[src/rtl/instruction_fetch.sv]
// instruction_fetch: fetch stage feeding decode from a combinational-read instruction memory.
// Latency: address driven in cycle N, {pc, instruction} valid on the output register in cycle N+1.
// Backpressure: one-entry valid/ready output register; pc and output hold while out_valid && !out_ready.
// Optional accepted-instruction counter built only when FETCH_COUNT_EN is defined.
module instruction_fetch #(
    parameter int ADDR_W    = 16,
    parameter int DATA_W    = 32,
    parameter int MEM_DEPTH = 256,
    parameter int RESET_PC  = 0,
    parameter int LAST_PC   = 199
) (
    input  logic              clk,
    input  logic              reset,
    input  logic              start,
    output logic [ADDR_W-1:0] inst_address,
    input  logic [DATA_W-1:0] read_data,
    input  logic              redirect_valid,
    input  logic [ADDR_W-1:0] redirect_pc,
    output logic              out_valid,
    input  logic              out_ready,
    output logic [DATA_W-1:0] out_inst,
    output logic [ADDR_W-1:0] out_pc,
    output logic              busy,
    output logic              done,
    output logic [31:0]       fetch_count
);

    // pc lives in a power-of-two address space, so wrapping is a mask
    localparam logic [ADDR_W-1:0] PC_MASK    = ADDR_W'(MEM_DEPTH - 1);
    localparam logic [ADDR_W-1:0] RESET_PC_A = ADDR_W'(RESET_PC);
    localparam logic [ADDR_W-1:0] LAST_PC_A  = ADDR_W'(LAST_PC);

    typedef enum logic [1:0] {
        IDLE = 2'd0,
        RUN  = 2'd1,
        DONE = 2'd2
    } state_t;

    state_t            state_q;
    logic [ADDR_W-1:0] pc_q;
    logic              out_valid_q;
    logic [DATA_W-1:0] out_inst_q;
    logic [ADDR_W-1:0] out_pc_q;

    // Helper terms shared by the FSM and the counter
    logic              handshake;
    logic              load;
    logic              redirect_take;
    logic              start_take;
    logic [ADDR_W-1:0] pc_d;
    logic [ADDR_W-1:0] redirect_pc_d;

    // Decode of the current cycle's events; redirect is only honoured once running
    always_comb begin
        handshake     = out_valid_q && out_ready;
        load          = !out_valid_q || out_ready;
        redirect_take = redirect_valid && (state_q != IDLE);
        // start is ignored while running, and loses to a redirect in DONE
        start_take    = start && ((state_q == IDLE) ||
                                  ((state_q == DONE) && !redirect_valid));
        pc_d          = (pc_q + ADDR_W'(1)) & PC_MASK;
        redirect_pc_d = redirect_pc & PC_MASK;
    end

    // Fetch FSM and output register: reset > redirect > start > sequential fetch
    always_ff @(posedge clk) begin
        if (reset) begin
            state_q     <= IDLE;
            pc_q        <= RESET_PC_A;
            out_valid_q <= 1'b0;
            out_inst_q  <= '0;
            out_pc_q    <= '0;
        end else begin
            case (state_q)
                IDLE: begin
                    if (handshake) begin
                        out_valid_q <= 1'b0;
                    end
                    if (start_take) begin
                        state_q <= RUN;
                        pc_q    <= RESET_PC_A;
                    end
                end
                RUN: begin
                    if (redirect_take) begin
                        // Squash whatever is held; a same-cycle handshake already consumed it
                        pc_q        <= redirect_pc_d;
                        out_valid_q <= 1'b0;
                    end else if (load) begin
                        out_inst_q  <= read_data;
                        out_pc_q    <= pc_q;
                        out_valid_q <= 1'b1;
                        if (pc_q == LAST_PC_A) begin
                            // Last word fetched: park with pc pointing at it
                            state_q <= DONE;
                        end else begin
                            pc_q <= pc_d;
                        end
                    end
                end
                DONE: begin
                    if (redirect_take) begin
                        state_q     <= RUN;
                        pc_q        <= redirect_pc_d;
                        out_valid_q <= 1'b0;
                    end else begin
                        // Let decode drain the final instruction
                        if (handshake) begin
                            out_valid_q <= 1'b0;
                        end
                        if (start_take) begin
                            state_q <= RUN;
                            pc_q    <= RESET_PC_A;
                        end
                    end
                end
                default: begin
                    state_q     <= IDLE;
                    out_valid_q <= 1'b0;
                end
            endcase
        end
    end

    assign inst_address = pc_q;
    assign out_valid    = out_valid_q;
    assign out_inst     = out_inst_q;
    assign out_pc       = out_pc_q;
    assign busy         = (state_q == RUN);
    assign done         = (state_q == DONE);

`ifdef FETCH_COUNT_EN
    logic [31:0] fetch_count_q;

    // Count every delivered instruction; a fresh start begins a new tally
    always_ff @(posedge clk) begin
        if (reset) begin
            fetch_count_q <= '0;
        end else if (start_take) begin
            fetch_count_q <= '0;
        end else if (handshake) begin
            fetch_count_q <= fetch_count_q + 32'd1;
        end
    end

    assign fetch_count = fetch_count_q;
`else
    assign fetch_count = '0;
`endif

endmodule

[config.mk]
export PLATFORM = sky130hd
export DESIGN_NAME = instruction_fetch
export DESIGN_NICKNAME = d
export VERILOG_FILES = /design/src/rtl/instruction_fetch.sv
export SDC_FILE = /design/constraint.sdc
export NUM_CORES = 1
export LEC_CHECK = 0
export BUFFER_PORTS_ARGS = -buffer_cell sky130_fd_sc_hd__buf_2
export CORE_MARGIN = 2
export CORE_UTILIZATION = 43
export CTS_BUF_LIST = sky130_fd_sc_hd__clkbuf_16
export DETAILED_ROUTE_END_ITERATION = 8
export GPL_TIMING_DRIVEN = 0
export MAX_ROUTING_LAYER = met4
export PLACE_DENSITY = 0.86
export SLEW_MARGIN = 20
export SYNTH_ARGS = -nofsm -noshare
export SYNTH_HDL_FRONTEND = slang
export SYNTH_SLANG_ARGS = --single-unit
[constraint.sdc]
create_clock -name clk -period 2.2 [get_ports clk]
set_input_delay 0.33 -clock clk [delete_from_list [all_inputs] [get_ports clk]]
set_output_delay 0.33 -clock clk [all_outputs]
set_load 0.05 [all_outputs]
==> implementation parameters <==
Parameter                              Value

Run status
  Run status ... finished, final reports clean

Global route
  Via count of the first global-routing pass ... 2641
  Met3 Track Usage GR ... 0.0381
  Routing usage on met2 ... 0.348
  Total overflow reported by the global router ... 0
  Busiest metal layer after global routing ... met2
  Met1 track utilization from global routing ... 0.240
  Antenna violations before repair ... 0
  Total GRT Usage ... 0.208
  Wire length of the first global-routing pass ... 12000 um
  Pin count of the biggest net entering global routing ... 14

Die
  Starting utilization of the core area ... 0.437
  FP Rows ... 30
  Die Outline Area ... 7510 um2
  Vert. Die Dim ... 86.7 um
  CORE AREA ... 6720 um2
  Horiz. Die Dim ... 86.7 um
  IO Count ... 152

Synth
  Area share of the leading cell type in the synthesized netlist ... 0.456
  Count of mapped cells out of synthesis ... 362
  Async set-or-reset flop fraction in the synthesized netlist ... 0
  Most area-consuming cells after synthesis ... sky130_fd_sc_hd__dfxtp_1, sky130_fd_sc_hd__nand2_1, sky130_fd_sc_hd__a21oi_1, sky130_fd_sc_hd__buf_4, sky130_fd_sc_hd__ha_1
  Synth warnings ... 0
  Most numerous cell types in the synthesized netlist ... sky130_fd_sc_hd__nand2_1, sky130_fd_sc_hd__dfxtp_1, sky130_fd_sc_hd__a21oi_1
  Average cell area after synthesis ... 8.12 um2
  Library cell with the highest instance count after synthesis ... sky130_fd_sc_hd__nand2_1
  Flop and latch count out of synthesis ... 67
  EDFF count, synth ... 0
  Cell area after synthesis ... 2940 um2
  Portion of the post-synthesis area used by sequential elements ... 0.456
  Post-synth top area cell ... sky130_fd_sc_hd__dfxtp_1
  Top FF cell, synth ... sky130_fd_sc_hd__dfxtp_1
  Distinct cell type count of the synthesized netlist ... 39

Timing
  Final slew viol count ... 0
  Setup tns final ... 0 ns
  Pin slew with the least headroom to its limit ... 0.740 ns
  Top achievable clock speed ... 487 MHz
  RSZ-0062 raised after global routing ... false
  Share of the cycle needed by the critical path after routing ... 0.933
  Worst Clk Skew ... 0.00632 ns
  Number of hold-slack violations in the final timing report ... 0
  Post-layout minimum cycle time ... 2.05 ns
  Relative slew slack ... 0.504
  Count of endpoints failing setup in the final report ... 0

Detailed routing
  Count of vias placed by the detailed router ... 2893
  Detailed-routing iteration count for the pre-antenna-repair pass ... 4
  Routed via count divided by cell count ... 4.83
  Post-Route WL ... 7580 um
  DR DRC count ... 0
  DR WL/cell ... 12.7 um
  Number of nets with antenna violations after routing ... 0
  DRC marker count from the first detailed-route iteration ... 75

Pwr
  Internal portion of total power ... 0.00246 W
  Pwr/cell area ... 949 nW/um2
  P_leak ... 1.95 nW
  IR Drop Worst-Case VDD ... 0.000467 V
  Clock power share ... 0.374
  Sw Pwr ... 0.00135 W
  Part of the total power dissipated in sequential elements ... 0.351
  Proportion of power drawn by combinational gates ... 0.274
  Proportion of total power due to net switching ... 0.355

CTS
  TritonCTS clock tree ... done
  Number of buffers inserted during clock tree synthesis ... 9
  Latest clock arrival within the worst-skew pair ... 0.33 ns
  Post CTS Setup Buffer Count ... 0
  Total number of clock tree sinks ... 67
  Maximum root-to-sink buffer count ... 2
  Post-cts sizing count ... 0
  Cell chosen for the clock root ... sky130_fd_sc_hd__clkbuf_16
  Hold-fix buffer count after cts ... 0
  CTS clk-pin slew, worst paths ... 0.06 ns
  Number of levels the H-tree was split into ... 3

Min path
  Worst hold-check path type ... primary input to flop
  Start point of the worst hold path ... read_data[13]
  WHS Endpoint ... out_inst[13]$_SDFFE_PP0P_
  Hold depth ... 3

Place
  Quantity of I/O buffers inserted on ports ... 110
  Post-detail-place hpwl ... 5680 um
  GP Congestion ... 0.881

Cells and area
  Proportion of layout cells with a drive suffix above 1 ... 0.339
  Synthesis-to-finish area growth ... 36.6%
  End-of-flow core utilization ... 0.598
  Total Nets Final ... 572
  # diodes ... 0

Setup path
  Crit path launch type ... flop
  Family with the most delay on the worst path ... compound AO/OA/AOI/OAI gates
  End of the worst register-to-register path ... inst_address[11]$_SDFFE_PP0P_
  Buffering stage count on the worst path with inverters included ... 1
  Endpoint required time on the critical path ... 2.47 ns
  Start of the worst register-to-register path ... state_q[0]$_SDFFE_PP0P_
  Worst-path maximum fanout ... 10
  List of cells traversed by the critical path ... inv_1 > ha_1 > nand2b_1 > a21oi_1 > a31oi_1 > o21a_4 > and2_1
  Delay of the slowest critical-path stage ... 0.57 ns
  Worst setup path category ... flop to flop
  R2R setup slack ... 0.15 ns
  Library cell contributing the largest single delay on the critical path ... sky130_fd_sc_hd__a31oi_1
  Endpoint class of the critical path ... flop
  CP Data Arrival Time ... 2.32 ns
  FF-to-FF path depth ... 7

Job
  Max cap viols ... 0
worst max-delay path by stage:
stage,startpoint,end,slack [ns],depth (start not counted)
final,state_q[0]$_SDFFE_PP0P_,inst_address[11]$_SDFFE_PP0P_,0.15,7
after floorplan,inst_address[0]$_SDFFE_PP0P_,inst_address[15]$_SDFFE_PP0P_,0.22,6
after global routing,state_q[0]$_SDFFE_PP0P_,out_pc[9]$_SDFFE_PP0P_,0.005,9
after CTS,state_q[0]$_SDFFE_PP0P_,out_inst[3]$_SDFFE_PP0P_,0.13,9
after detailed placement,state_q[0]$_SDFFE_PP0P_,out_pc[2]$_SDFFE_PP0P_,0.17,9
after global placement,state_q[0]$_SDFFE_PP0P_,out_pc[9]$_SDFFE_PP0P_,0.24,9
cells by family (layout without fill, tap and decap cells):
group | after synthesis | count (layout) | synth area share
multiplexers | 1 | 1 | 0.00341
buffers and inverters | 57 | 183 | 0.120
AO/OA/AOI/OAI | 85 | 85 | 0.173
AND/OR/NAND/NOR | 146 | 146 | 0.225
other | 1 | 32 | 0.00128
flip-flops | 67 | 67 | 0.456
adder cells (fa/ha/maj) | 5 | 5 | 0.0213
layer usage:
layer / vias up / part of all wire
li1: 1454 / -
met1: 1302 / 0.42
met2: 123 / 0.49
met3: 14 / 0.073
met4: 0 / 0.020
met5: - / 0
worst min-delay path: stages:
cell	delay (ns)
sky130_fd_sc_hd__buf_2	0.09
sky130_fd_sc_hd__nand2_1	0.04
sky130_fd_sc_hd__a21oi_1	0.05
sequential cells by signal (all words and copies together) (netlist names):
name,flops
out_pc,16
state_q,2
out_valid,1
out_inst,32
inst_address,16
cells in the final DEF, fill, tap and decap left out, types with 4 or more instances in the layout:
cell type and count:
sky130_fd_sc_hd__inv_1 8, sky130_fd_sc_hd__ha_1 5, sky130_fd_sc_hd__conb_1 32, sky130_fd_sc_hd__and2_1 9, sky130_fd_sc_hd__nor2_1 14, sky130_fd_sc_hd__clkbuf_1 8
sky130_fd_sc_hd__buf_2 113, sky130_fd_sc_hd__o311ai_0 4, sky130_fd_sc_hd__buf_4 35, sky130_fd_sc_hd__a21oi_1 55, sky130_fd_sc_hd__dfxtp_1 67, sky130_fd_sc_hd__clkbuf_16 9
sky130_fd_sc_hd__nand3_1 5, sky130_fd_sc_hd__nand2_1 105, sky130_fd_sc_hd__o21ai_0 7
cell type report:
class	instances	area, um2
timing repair buffer	110	551
buffer	49	330
tap	80	100
clock buffer	9	225
fill	613	2700
sequential	67	1340
inverter	8	30.0
multi-input combinational	269	1360
clock inverter	7	76.3
power by group through the flow:
stage / sequential [W] / clock [W] / combinational (W)
6_report: 0.00134 / 0.00143 / 0.00105
3_5_place_dp: 0.00137 / 0 / 0.00103
2_1_floorplan: 0.00163 / 0 / 0.000537
4_1_cts: 0.00134 / 0.00145 / 0.00104
3_3_place_gp: 0.00136 / 0 / 0.00101
5_1_grt: 0.00135 / 0.00150 / 0.00112
through the flow:
step | instances | total power (W) | area [um2] | hold WS (ns) | worst slack (ns)
2_1_floorplan | 393 | 0.00217 | 3060 | 0.466 | 0.223
3_3_place_gp | 583 | 0.00238 | 3710 | 0.440 | 0.240
3_5_place_dp | 583 | 0.00240 | 3710 | 0.444 | 0.170
4_1_cts | 599 | 0.00383 | 4010 | 0.232 | 0.132
5_1_grt | 599 | 0.00398 | 4020 | 0.234 | 0.00482
6_report | 599 | 0.00381 | 4020 | 0.237 | 0.148
Note: power is estimated with default switching activity, not from simulation.
